$ cat config.mk
export PLATFORM = sky130hd
export DESIGN_NAME = axi_lite_reg_slave
export DESIGN_NICKNAME = d
export VERILOG_FILES = /design/src/rtl/axi_lite_reg_slave.sv
export SDC_FILE = /design/constraint.sdc
export NUM_CORES = 1
export LEC_CHECK = 0
export CAP_MARGIN = 30
export CORE_ASPECT_RATIO = 0.6
export CORE_MARGIN = 8
export CORE_UTILIZATION = 50
export CTS_BUF_LIST = sky130_fd_sc_hd__clkbuf_8
export DETAILED_ROUTE_END_ITERATION = 12
export HOLD_SLACK_MARGIN = 0.1
export PLACE_DENSITY = 0.88
export SYNTH_ARGS = -nofsm -noshare
export SYNTH_HDL_FRONTEND = slang
export SYNTH_SLANG_ARGS = --single-unit
$ cat constraint.sdc
create_clock -name ACLK -period 6.1 [get_ports ACLK]
set_clock_uncertainty 0.15 [all_clocks]
set_input_delay 0.61 -clock ACLK [delete_from_list [all_inputs] [get_ports ACLK]]
set_output_delay 0.61 -clock ACLK [all_outputs]
set_load 0.02 [all_outputs]
$ cat src/rtl/axi_lite_reg_slave.sv
// AXI4-Lite register bank: NUM_REGS byte-strobed registers, flat reg_out bus, per-register write pulses.
// Define AXIL_REG_SLAVE_DECERR_EN to answer out-of-range accesses with DECERR instead of OKAY.
module axi_lite_reg_slave #(
    parameter int unsigned DATA_WIDTH    = 32,
    parameter int unsigned ADDRESS_WIDTH = 32,
    parameter int unsigned NUM_REGS      = 8
) (
    input  logic                           ACLK,
    input  logic                           ARESET,
    input  logic [ADDRESS_WIDTH-1:0]       AWADDR,
    input  logic [2:0]                     AWPROT,
    input  logic                           AWVALID,
    output logic                           AWREADY,
    input  logic [DATA_WIDTH-1:0]          WDATA,
    input  logic [DATA_WIDTH/8-1:0]        WSTRB,
    input  logic                           WVALID,
    output logic                           WREADY,
    output logic [1:0]                     BRESP,
    output logic                           BVALID,
    input  logic                           BREADY,
    input  logic [ADDRESS_WIDTH-1:0]       ARADDR,
    input  logic [2:0]                     ARPROT,
    input  logic                           ARVALID,
    output logic                           ARREADY,
    output logic [DATA_WIDTH-1:0]          RDATA,
    output logic [1:0]                     RRESP,
    output logic                           RVALID,
    input  logic                           RREADY,
    output logic [NUM_REGS*DATA_WIDTH-1:0] reg_out,
    output logic [NUM_REGS-1:0]            wr_pulse
);

    localparam int unsigned STRB_W = DATA_WIDTH / 8;
    localparam int unsigned IDX_W  = (NUM_REGS > 1) ? $clog2(NUM_REGS) : 1;

    localparam logic [1:0] RESP_OKAY = 2'b00;
`ifdef AXIL_REG_SLAVE_DECERR_EN
    localparam logic [1:0] RESP_OOR  = 2'b11;
`else
    localparam logic [1:0] RESP_OOR  = 2'b00;
`endif

    logic [DATA_WIDTH-1:0]    regs [NUM_REGS];

    logic                     aw_held;
    logic                     w_held;
    logic [ADDRESS_WIDTH-1:0] aw_addr_q;
    logic [DATA_WIDTH-1:0]    w_data_q;
    logic [STRB_W-1:0]        w_strb_q;
    logic                     awready_q;
    logic                     wready_q;
    logic                     bvalid_q;
    logic [1:0]               bresp_q;
    logic                     arready_q;
    logic                     rvalid_q;
    logic [DATA_WIDTH-1:0]    rdata_q;
    logic [1:0]               rresp_q;
    logic [NUM_REGS-1:0]      wr_pulse_q;

    logic                     aw_hs;
    logic                     w_hs;
    logic                     ar_hs;
    logic                     aw_have;
    logic                     w_have;
    logic                     commit;
    logic [ADDRESS_WIDTH-1:0] wr_addr;
    logic [DATA_WIDTH-1:0]    wr_data;
    logic [STRB_W-1:0]        wr_strb;
    logic [ADDRESS_WIDTH-1:0] wr_word;
    logic                     wr_in_range;
    logic [IDX_W-1:0]         wr_idx;
    logic [ADDRESS_WIDTH-1:0] rd_word;
    logic                     rd_in_range;
    logic [IDX_W-1:0]         rd_idx;
    logic                     aw_held_n;
    logic                     w_held_n;
    logic                     bvalid_n;
    logic                     rvalid_n;
    logic                     unused_prot;

    assign unused_prot = ^{AWPROT, ARPROT};

    // Handshakes, held-or-arriving write halves, and address decode for both paths.
    always_comb begin
        aw_hs       = AWVALID && awready_q;
        w_hs        = WVALID && wready_q;
        ar_hs       = ARVALID && arready_q;
        aw_have     = aw_held || aw_hs;
        w_have      = w_held || w_hs;
        commit      = aw_have && w_have;
        wr_addr     = aw_held ? aw_addr_q : AWADDR;
        wr_data     = w_held ? w_data_q : WDATA;
        wr_strb     = w_held ? w_strb_q : WSTRB;
        wr_word     = wr_addr >> 2;
        wr_in_range = wr_word < ADDRESS_WIDTH'(NUM_REGS);
        wr_idx      = IDX_W'(wr_word);
        rd_word     = ARADDR >> 2;
        rd_in_range = rd_word < ADDRESS_WIDTH'(NUM_REGS);
        rd_idx      = IDX_W'(rd_word);
        aw_held_n   = aw_have && !commit;
        w_held_n    = w_have && !commit;
        bvalid_n    = commit || (bvalid_q && !BREADY);
        rvalid_n    = ar_hs || (rvalid_q && !RREADY);
    end

    // Write path: capture each half independently, commit once both are present.
    always_ff @(posedge ACLK) begin
        if (ARESET) begin
            aw_held    <= 1'b0;
            w_held     <= 1'b0;
            aw_addr_q  <= '0;
            w_data_q   <= '0;
            w_strb_q   <= '0;
            awready_q  <= 1'b0;
            wready_q   <= 1'b0;
            bvalid_q   <= 1'b0;
            bresp_q    <= RESP_OKAY;
            wr_pulse_q <= '0;
            for (int unsigned i = 0; i < NUM_REGS; i++) begin
                regs[i] <= '0;
            end
        end else begin
            wr_pulse_q <= '0;
            aw_held    <= aw_held_n;
            w_held     <= w_held_n;
            if (aw_hs) begin
                aw_addr_q <= AWADDR;
            end
            if (w_hs) begin
                w_data_q <= WDATA;
                w_strb_q <= WSTRB;
            end
            if (commit) begin
                bresp_q <= wr_in_range ? RESP_OKAY : RESP_OOR;
                if (wr_in_range) begin
                    wr_pulse_q[wr_idx] <= 1'b1;
                    for (int unsigned b = 0; b < STRB_W; b++) begin
                        if (wr_strb[b]) begin
                            regs[wr_idx][b*8 +: 8] <= wr_data[b*8 +: 8];
                        end
                    end
                end
            end
            bvalid_q  <= bvalid_n;
            awready_q <= !aw_held_n && !bvalid_n;
            wready_q  <= !w_held_n && !bvalid_n;
        end
    end

    // Read path: sample pre-edge register contents on the AR handshake.
    always_ff @(posedge ACLK) begin
        if (ARESET) begin
            arready_q <= 1'b0;
            rvalid_q  <= 1'b0;
            rdata_q   <= '0;
            rresp_q   <= RESP_OKAY;
        end else begin
            if (ar_hs) begin
                rdata_q <= rd_in_range ? regs[rd_idx] : '0;
                rresp_q <= rd_in_range ? RESP_OKAY : RESP_OOR;
            end
            rvalid_q  <= rvalid_n;
            arready_q <= !rvalid_n;
        end
    end

    assign AWREADY  = awready_q;
    assign WREADY   = wready_q;
    assign BVALID   = bvalid_q;
    assign BRESP    = bresp_q;
    assign ARREADY  = arready_q;
    assign RVALID   = rvalid_q;
    assign RDATA    = rdata_q;
    assign RRESP    = rresp_q;
    assign wr_pulse = wr_pulse_q;

    for (genvar gi = 0; gi < NUM_REGS; gi++) begin : g_reg_out
        assign reg_out[gi*DATA_WIDTH +: DATA_WIDTH] = regs[gi];
    end

endmodule

; ---- Word-level counts from Yosys, hierarchy flattened
; Memory sizes are Yosys's and may differ from the RTL's.
; Cells that the tools add are included.
; Widths: inputs -> output; s select.
[word_totals]
memories = 1
inputBits = 113
ramBits = 256
output_inout_bits = 305
register_bits = 115
[classes]
magnitude_cmp = 4
n_mux = 31
reduce_logical = 24
bitwise = 2
[memory_table]
columns = name, words, word_bits, read_ports, rd_ports_with_merged_regs, write_ports, line_no
row1 = regs, 8, 32, 9, 0, 8, 43  ; logic [DATA_WIDTH-1:0] regs [NUM_REGS];
[op_table]
columns = operator, n
row1 = $mux 32, 4
row2 = $lt 30x4->1 const B, 2
row3 = $reduce_or 32->1, 1
row4 = $mux 1, 23
row5 = $logic_and 1x1->1, 11
row6 = $mux 4, 2
row7 = $logic_not 1->1, 7
row8 = $logic_or 1x1->1, 4
row9 = $lt 3x4->1 const B, 1
row10 = $demux 1 s3, 1
row11 = $ge 3x1->1 const B, 1
row12 = $mux 3, 1
row13 = $reduce_or 3->1, 1
row14 = $not 1->1, 2

; ---- Depth between registers and ports, before layout
; Gate-level depths: netlist (run 1).
[logic_depth]
ltp_word = 8
mapped_depth = 8
depth_no_buf = 5

; ---- Worst setup path after synthesis (run 1)
; OpenSTA, ideal clock, no wires.
[synth_timing]
kind = input to register
startpoint = in AWADDR[19]
endpoint = mem regs[1][10], enable pin
setup_slack_ns = 2.864
cell_stages = 5
setup_time_ns = 0.384
t_arrival_ns = 2.701
t_required_ns = 5.566
path_cell_list = nor4_1 nand4_1 nor4_2 o211ai_2 o21ai_0
[synth_lines]
columns = element, line_no
row1 = start: declaration, 10  ; input logic [ADDRESS_WIDTH-1:0] AWADDR,
row2 = end: declaration, 43

==> results.cfg, run 1 <==
[final_layout]
mostFrequentLayoutCells = sky130_fd_sc_hd__clkdlybuf4s50_1, sky130_fd_sc_hd__nor2_1, sky130_fd_sc_hd__edfxtp_1, sky130_fd_sc_hd__nand2_1, sky130_fd_sc_hd__dfxtp_1
finalInstanceArea_mm2 = 0.02126
finish.cell_count_without_fillers = 2151
layout_commonest_cell = sky130_fd_sc_hd__clkdlybuf4s50_1
drive_above_1_share = 0.1412
area_growth_pct = 34.97
insertedDiodeCount = 0
nets = 1803
filler_cell_count = 2132

[die]
core_mm2 = 0.03109
design.die.area_mm2 = 0.03763
std_cell_rows = 50
chipWidth_um = 245.1
top_level_ports = 418
effective_utilization_at_floorplan = 0.5066
die_h_um = 153.5

[sta]
hold_viol = 0
timing_worst_slew_pin_value_ps = 991.4
rsz_0062_raised_after_global_routing = no
fmaxAchievable_mhz = 259.1
finalSetupViolations = 0
final_min_period_over_clock_period = 0.6328
worst_slew_margin_rel = 0.3375
fin_hold_ws_ps = 269.6
post-route-min-period_ps = 3860
timing.setup.tns_ps = 0
final-max-slew-violation-count = 0

[yosys]
syn-instance-count = 1265
synth_cell_area_mm2 = 0.01575
synth.yosys.seq_area_share = 0.6316
syn_area_per_cell_um2 = 12.45
ys.warnings.count = 0
yosys_register_bits = 369
number_of_enable_type_register_cells_in_the_synthesized_netlist = 256
synthArstFlopShare = 0
ys_dominant_reg_cell = sky130_fd_sc_hd__edfxtp_1
post_synth_num_cell_types = 39

[drt]
vias_per_cell = 5.893
route.detailed.drc = 0
ant_nets = 0
initialDrtViolationCount = 1594
vias = 12676
detailedRoute.firstPassIterationCount = 5
drt-wirelength-per-cell_um = 26.13
detail_route.wirelength_um = 56210

[global_routing]
antenna_violations_before_repair = 4
gr-usage-all-layers = 0.2871
first_global_vias = 12919
grt_pass1_wl_um = 82230
total_gr_overflow = 0
grt_start_max_net_pins = 72

[pwr]
power.clock.fraction = 0.352
comb_power_share = 0.129
internal_power_mw = 3.994
powerDensity_mw_per_mm2 = 255.2
power_switching_share = 0.2638
worst_ir_drop_vdd_mv = 0.1621
netSwitchingPower_mw = 1.431
p_leak_nw = 7.546
seqPwrFrac = 0.519

[critical_path]
crit_slowest_cell = sky130_fd_sc_hd__dfxtp_1
worst-endpoint-arrival_ps = 4000
r2r_depth = 7
crit-reg2reg-launch = aw_held
worstSetupEndpointType = flip-flop
crit_path_max_fanout = 20
crit_path_max_incr_delay_ps = 820
required_time_at_the_worst_slack_endpoint_ps = 6240
class_of_the_most_critical_setup_path = flip-flop to flip-flop
timing.critical_path.from = aw_held
timing.critical_path.from_type = flip-flop
setup.reg_to_reg.worst_slack_ps = 2240
rr_endpoint = regs[2][0]
timing.critical_path.cells = nor4b_1 > o221ai_1 > nor3_1 > o211ai_4 > buf_4 > o21ai_0 > clkbuf_2

[placement]
buffer_ports.inserted = 403
dp_hpwl_um = 40700
placed_cell_area_mm2 = 0.02023
numPlacedInstances = 2048
finalWeightedCongestion = 0.9058

[min_path]
min_delay_worst_endpoint = w_data_q[17]
hold_path_depth = 2
worst_hold_startpoint = ARESET
hp-class = primary input to flip-flop

[outcome]
status = complete, no violations

[clocking]
cts-buffers-inserted = 53
post_cts_resize_count = 0
cts.htree.levels = 2
clkSinkCount = 369
clock_insertion_delay_worst_skew_ps = 610
clock_tree_from_tritoncts = yes
setup_fix_buffers_added_after_clock_tree_synthesis = 0
cts.root.buffer_cell = sky130_fd_sc_hd__clkbuf_8
clkTransAtPathRegs_ps = 70
cts_hold_buffers = 0
clock_path_buffers = 3

[job]
max_cap_violations = 0
how the worst max path moves through the flow:
stage / endpoint / slack (ps) / depth (start not counted)
floorplan: regs[1][10] / 2860 / 5
global placement: regs[2][6] / 1950 / 6
detailed placement: regs[2][26] / 1770 / 7
CTS: regs[2][26] / 2080 / 6
global route: regs[2][0] / 2030 / 7
finish: regs[2][0] / 2240 / 7
routing by layer:
layer  global-route usage  part of all wire  vias to the layer above
met5                    0           0.00059                        -
met4               0.1117             0.041                        6
met2               0.4540              0.46                      891
met1               0.3702              0.38                     6214
met3              0.08512              0.12                      163
li1                     -                 -                     5402
final cells by class:
type / instances / area [um2] / area share
sequential: 369 / 9951 / 0.4680
multi-input combinational: 797 / 5323 / 0.2503
timing repair buffer: 457 / 4405 / 0.2072
clock buffer: 59 / 812.0 / 0.03819
tap: 416 / 520.5 / 0.02448
clock inverter: 41 / 205.2 / 0.009651
inverter: 12 / 45.04 / 0.002119
cell usage after synthesis (2+ instances only):
| library cell | n | area [um2] |
|---|---|---|
| sky130_fd_sc_hd__mux2_2 | 36 | 405.4 |
| sky130_fd_sc_hd__o211ai_2 | 8 | 100.1 |
| sky130_fd_sc_hd__buf_1 | 11 | 41.29 |
| sky130_fd_sc_hd__nand2_1 | 168 | 630.6 |
| sky130_fd_sc_hd__or4_1 | 3 | 22.52 |
| sky130_fd_sc_hd__and2_1 | 2 | 12.51 |
| sky130_fd_sc_hd__a31oi_1 | 4 | 25.02 |
| sky130_fd_sc_hd__buf_4 | 4 | 30.03 |
| sky130_fd_sc_hd__mux4_2 | 64 | 1441 |
| sky130_fd_sc_hd__nor4b_1 | 2 | 17.52 |
| sky130_fd_sc_hd__inv_1 | 12 | 45.04 |
| sky130_fd_sc_hd__dfxtp_1 | 113 | 2262 |
| sky130_fd_sc_hd__nor2_1 | 291 | 1092 |
| sky130_fd_sc_hd__nand3_1 | 2 | 10.01 |
| sky130_fd_sc_hd__a21oi_1 | 68 | 340.3 |
| sky130_fd_sc_hd__clkbuf_1 | 44 | 165.2 |
| sky130_fd_sc_hd__nor3_1 | 12 | 60.06 |
| sky130_fd_sc_hd__edfxtp_1 | 256 | 7687 |
| sky130_fd_sc_hd__buf_6 | 24 | 270.3 |
| sky130_fd_sc_hd__mux2i_1 | 37 | 370.4 |
| sky130_fd_sc_hd__a2bb2oi_1 | 32 | 280.3 |
| sky130_fd_sc_hd__o21ai_0 | 33 | 165.2 |
| sky130_fd_sc_hd__nor3b_1 | 2 | 15.01 |
| sky130_fd_sc_hd__nor4_1 | 15 | 93.84 |
| sky130_fd_sc_hd__nand4_1 | 2 | 12.51 |
| sky130_fd_sc_hd__buf_2 | 7 | 35.03 |
cell families (layout without fill, tap and decap cells):
group / after synthesis / in the layout / share of synthesized area
AO/OA/AOI/OAI: 150 / 150 / 0.06092
other: 1 / 4 / 0.0002381
multiplexers: 137 / 137 / 0.1407
buffers and inverters: 102 / 569 / 0.03725
flip-flops: 369 / 369 / 0.6316
AND/OR/NAND/NOR: 506 / 506 / 0.1292
sequential cells by signal (all words and copies together) (netlist names):
name / cells
aw_held: 1
w_strb_q: 4
RDATA: 32
WREADY: 1
w_data_q: 32
aw_addr_q: 30
BVALID: 1
RVALID: 1
ARREADY: 1
w_held: 1
regs: 256
AWREADY: 1
wr_pulse: 8
power by group through the flow:
stage,clock network [mW],logic (mW),registers (mW)
2_1_floorplan,0,0.283,2.92
3_3_place_gp,0,0.672,2.86
6_report,1.91,0.702,2.81
5_1_grt,2.02,0.735,2.82
3_5_place_dp,0,0.692,2.86
4_1_cts,1.92,0.697,2.81
through the flow:
stage	util	setup WS [ps]	power (mW)
6_report	0.6838	2240	5.425
5_1_grt	0.6838	2026	5.579
4_1_cts	0.6833	2079	5.431
3_5_place_dp	0.6506	1771	3.557
3_3_place_gp	0.6491	1949	3.532
2_1_floorplan	-	2864	3.208
worst max-delay path, delay by kind of cell (launching register included):
kind,cells,cell delay [ps]
AOI/OAI and AO/OA,3,1180
DFF,1,820
and+or+nand+nor,2,740
buffers and inverters,2,630
Power figures use the tool's default switching activity.
==> run 2, diff against run 1 <==
==> constraint.sdc (replaced) <==
create_clock -name ACLK -period 3.88 [get_ports ACLK]
set_clock_uncertainty 0.15 [all_clocks]
set_input_delay 0.388 -clock ACLK [delete_from_list [all_inputs] [get_ports ACLK]]
set_output_delay 0.388 -clock ACLK [all_outputs]
set_load 0.02 [all_outputs]
==> results.cfg, run 2 (same netlist as run 1, synthesis figures left out) <==
[outcome]
status = complete, no violations

[critical_path]
crit_path_max_incr_delay_ps = 530
cpMostUsedCell = sky130_fd_sc_hd__buf_4
worst-endpoint-arrival_ps = 3510
class_of_the_most_critical_setup_path = flip-flop to flip-flop
crit_slowest_cell = sky130_fd_sc_hd__o21ai_0
crit_path_max_fanout = 14
buffering_stage_count_on_the_worst_path_with_inverters_included = 2
timing.critical_path.from_type = flip-flop
worstSetupEndpointType = flip-flop
crit_family = compound AO/OA/AOI/OAI gates
required_time_at_the_worst_slack_endpoint_ps = 4050
timing.critical_path.cells = buf_4 > nor4b_1 > o221ai_1 > nor3_1 > o211ai_4 > o21ai_0 > buf_4

[pwr]
power.clock.fraction = 0.339
netSwitchingPower_mw = 2.209
internal_power_mw = 6.159
seqPwrFrac = 0.529
powerDensity_mw_per_mm2 = 392.4
post-layout-total-power_mw = 8.368
worst_ir_drop_vdd_mv = 0.2355
power_switching_share = 0.2640
comb_power_share = 0.132
p_leak_nw = 7.595

[sta]
finalSetupViolations = 0
timing_worst_slew_pin_value_ps = 943.6
fmaxAchievable_mhz = 299.4
worst_slew_margin_rel = 0.3694
fin_hold_ws_ps = 207.9
hold_viol = 0
setup_ws_ps = 539.6
post-route-min-period_ps = 3340
timing.setup.tns_ps = 0
rsz_0062_raised_after_global_routing = no
final_min_period_over_clock_period = 0.8609
final-max-slew-violation-count = 0

[final_layout]
mostFrequentLayoutCells = sky130_fd_sc_hd__clkdlybuf4s50_1, sky130_fd_sc_hd__nor2_1, sky130_fd_sc_hd__edfxtp_1, sky130_fd_sc_hd__nand2_1, sky130_fd_sc_hd__dfxtp_1
nets = 1812
area_growth_pct = 35.38
largest_register = regs
layout_commonest_cell = sky130_fd_sc_hd__clkdlybuf4s50_1
drive_above_1_share = 0.1416
largest_register_ff_count = 256

[drt]
detailedRoute.firstPassIterationCount = 5
vias_per_cell = 5.841
route.detailed.drc = 0
initialDrtViolationCount = 1326
drt-wirelength-per-cell_um = 25.60
vias = 12629
detail_route.wirelength_um = 55350
ant_nets = 0

[placement]
finalWeightedCongestion = 0.9038
dp_hpwl_um = 40860
placement.setup.worst_slack_ps = 427.3
buffer_ports.inserted = 403

[die]
top_level_ports = 418
die_h_um = 153.5
chipWidth_um = 245.1
design.die.area_mm2 = 0.03763
effective_utilization_at_floorplan = 0.5066
core_mm2 = 0.03109
std_cell_rows = 50

[global_routing]
grt_pass1_wl_um = 80850
grt_start_max_net_pins = 65
total_gr_overflow = 0
first_global_vias = 12682
antenna_violations_before_repair = 8
gr-usage-all-layers = 0.2819

[clocking]
cts-buffers-inserted = 53
clock_tree_from_tritoncts = yes
clock_insertion_delay_worst_skew_ps = 610
clkSinkCount = 369
cts_hold_buffers = 0
clkTransAtPathRegs_ps = 70
post_cts_resize_count = 0
setup_fix_buffers_added_after_clock_tree_synthesis = 0
cts.htree.levels = 2
cts.root.buffer_cell = sky130_fd_sc_hd__clkbuf_8
clock_path_buffers = 3

[min_path]
hp-class = primary input to flip-flop

[job]
max_cap_violations = 0
==> run 2: path summary, 6_finish.rpt <==
kind,startpoint,endpoint,slack [ps],cells after the start
min reg2reg,w_data_q[3],w_data_q[3],300,2
max reg2reg,aw_held,regs[5][16],540,7
min,WDATA[18],w_data_q[18],210,3
max,aw_held,regs[5][16],540,7
==> run 2: layout make-up <==
| cell class | instances | area (um2) |
|---|---|---|
| well taps | 416 | 520.5 |
| multi-input cells | 797 | 5323 |
| fillers | 2125 | 9767 |
| inverters | 12 | 45.04 |
| flip-flops and latches | 369 | 9951 |
| clock buffers | 56 | 770.7 |
| clock inverters | 44 | 190.2 |
| diodes | 2 | 5.005 |
| repair buffers | 466 | 4521 |
==> run 2: routing by layer <==
metal	GRT usage	routed length, um
met1	0.3618	20790
met2	0.4463	25720
met3	0.09256	6831
met4	0.09844	1904
met5	0	101
==> run 2: tightest hold or removal path: cells and delay by family <==
| kind | cells | cell delay (ps) |
|---|---|---|
| buffers and inverters | 1 | 420 |
| AND/OR/NAND/NOR | 1 | 60 |
| AO/OA/AOI/OAI | 1 | 50 |
==> run 2: through the flow <==
step | area [um2] | utilization | std cells
CTS | 21320 | 0.6857 | 2160
floorplan | 15760 | - | 1268
finish | 21330 | 0.6859 | 2162
global placement | 20350 | 0.6544 | 2059
detailed placement | 20360 | 0.6548 | 2060
global route | 21320 | 0.6857 | 2160
==> run 2: power by group through the flow <==
| stage | registers [mW] | logic [mW] | clock network (mW) |
|---|---|---|---|
| 6_report | 4.43 | 1.10 | 2.84 |
| 5_1_grt | 4.44 | 1.16 | 3.05 |
| 4_1_cts | 4.43 | 1.10 | 2.87 |
| 3_5_place_dp | 4.51 | 1.09 | 0 |
| 3_3_place_gp | 4.50 | 1.07 | 0 |
| 2_1_floorplan | 4.60 | 0.445 | 0 |
==> run 3, diff against run 2 <==
--- a/config.mk
+++ b/config.mk
@@ -11,6 +11,7 @@
 export CORE_UTILIZATION = 50
 export CTS_BUF_LIST = sky130_fd_sc_hd__clkbuf_8
 export DETAILED_ROUTE_END_ITERATION = 12
+export GPL_TIMING_DRIVEN = 0
 export HOLD_SLACK_MARGIN = 0.1
 export PLACE_DENSITY = 0.88
 export SYNTH_ARGS = -nofsm -noshare
==> results.cfg, run 3 (same netlist as run 1, synthesis figures left out) <==
[outcome]
status = complete, no violations

[critical_path]
timing.critical_path.from = aw_addr_q[10]
worstSetupEndpointType = flip-flop
crit_path_max_fanout = 10
timing.critical_path.from_type = flip-flop
worst-endpoint-arrival_ps = 3750
crit-reg2reg-launch = aw_addr_q[10]
required_time_at_the_worst_slack_endpoint_ps = 4000
class_of_the_most_critical_setup_path = flip-flop to flip-flop

[drt]
detailroute.wirelength.met3_um = 8090
wl_met1_um = 21520
initialDrtViolationCount = 1709
drt-wirelength-per-cell_um = 26.62
ant_nets = 0
vias_per_cell = 5.944
detailedRoute.firstPassIterationCount = 8
vias = 13131
route.detailed.drc = 0
topRoutingLayerUsed = met5
met2WireLength_um = 27180
detail_route.wirelength_um = 58800

[final_layout]
layout_commonest_cell = sky130_fd_sc_hd__clkdlybuf4s50_1
finish.cell_count_without_fillers = 2209
insertedDiodeCount = 0
filler_cell_count = 2168
largest_register_ff_count = 256
finalInstanceArea_mm2 = 0.02149
area_growth_pct = 36.39
largest_register = regs
mostFrequentLayoutCells = sky130_fd_sc_hd__clkdlybuf4s50_1, sky130_fd_sc_hd__nor2_1, sky130_fd_sc_hd__edfxtp_1, sky130_fd_sc_hd__nand2_1, sky130_fd_sc_hd__dfxtp_1
nets = 1865
drive_above_1_share = 0.1361

[min_path]
hp-class = primary input to flip-flop
worst_hold_startpoint = ARESET

[global_routing]
antenna_violations_before_repair = 3
total_gr_overflow = 0
gr-usage-all-layers = 0.2971
grt_pass1_wl_um = 84500
first_global_vias = 13028
grt_start_max_net_pins = 14

[clocking]
cts-buffers-inserted = 54
cts_hold_buffers = 0
clkSinkCount = 369
cts.root.buffer_cell = sky130_fd_sc_hd__clkbuf_8
clock_path_buffers = 3
clock_tree_from_tritoncts = yes
clock_insertion_delay_worst_skew_ps = 610
setup_fix_buffers_added_after_clock_tree_synthesis = 0
post_cts_resize_count = 0
clkTransAtPathRegs_ps = 60
cts.htree.levels = 2

[placement]
numPlacedInstances = 2110
dp_hpwl_um = 45360
buffer_ports.inserted = 399
finalWeightedCongestion = 0.9351
placed_cell_area_mm2 = 0.02044
placement.setup.worst_slack_ps = -50.72

[sta]
post-route-min-period_ps = 3634
final_min_period_over_clock_period = 0.9365
hold_viol = 0
rsz_0062_raised_after_global_routing = no
timing_worst_slew_pin_value_ps = 1067
final-max-slew-violation-count = 0
fmaxAchievable_mhz = 275.2
finalSetupViolations = 0
worst_slew_margin_rel = 0.2839
setup_ws_ps = 246.4
timing.setup.tns_ps = 0

[pwr]
worst_ir_drop_vdd_mv = 0.2838
p_leak_nw = 7.723
powerDensity_mw_per_mm2 = 402.1
post-layout-total-power_mw = 8.640

[die]
effective_utilization_at_floorplan = 0.5066
top_level_ports = 418
std_cell_rows = 50
die_h_um = 153.5
design.die.area_mm2 = 0.03763
core_mm2 = 0.03109
chipWidth_um = 245.1

[job]
max_cap_violations = 0
run 3: cell count changes in the layout (fill, tap and decap cells not counted), moves of 9 or more:
cell	previous run	this run
sky130_fd_sc_hd__clkbuf_1	0	44
sky130_fd_sc_hd__buf_6	1	24
sky130_fd_sc_hd__buf_1	0	11
sky130_fd_sc_hd__o21ai_0	33	24
sky130_fd_sc_hd__o21ai_1	0	9
sky130_fd_sc_hd__inv_1	41	29
sky130_fd_sc_hd__buf_4	62	17
sky130_fd_sc_hd__buf_2	2	23
run 3: metrics by stage:
stage	hold WS, ps	utilization
finish	182.6	0.6910
global route	187.4	0.6910
CTS	140.1	0.6905
detailed placement	296.4	0.6574
global placement	287.8	0.6522
floorplan	280.8	-
run 3: path summary, 6_finish.rpt:
check | end | slack, ps | cells after the start
worst min register to register | aw_addr_q[13] | 310 | 2
worst max-delay path | regs[3][6] | 250 | 5
worst max register to register | regs[3][6] | 250 | 5
worst min-delay path | aw_addr_q[23] | 180 | 3
run 3: area by class of cell:
cell class                 count  area, um2  area share
clock inverter                37      203.9    0.009492
tap                          416      520.5     0.02423
sequential                   369       9950      0.4631
buffer                        90      541.8     0.02522
inverter                      12      45.04    0.002096
timing repair buffer         428       4172      0.1942
clock buffer                  60      825.8     0.03843
multi-input combinational    797       5228      0.2433
run 3: metal layers:
layer  GRT usage  vias to the layer above
met5           0                        -
met1      0.3865                     6442
met3     0.09100                      131
met2      0.4702                     1020
met4      0.1010                        4
li1            -                     5534
run 3: worst max-delay path: stages, from the launching register on:
cell                       delay, ps
sky130_fd_sc_hd__dfxtp_1         310
sky130_fd_sc_hd__or4_1           570
sky130_fd_sc_hd__nor4_4          640
sky130_fd_sc_hd__o211ai_2        490
sky130_fd_sc_hd__o21ai_0         800
sky130_fd_sc_hd__buf_2           330
run 3: power by group:
group | internal, mW | total, mW | leakage (nW) | switching [mW]
clock network | 1.55 | 3.10 | 0.595 | 1.55
logic | 0.477 | 1.12 | 3.57 | 0.647
registers | 4.33 | 4.42 | 3.56 | 0.0893
total | 6.36 | 8.64 | 7.72 | 2.28
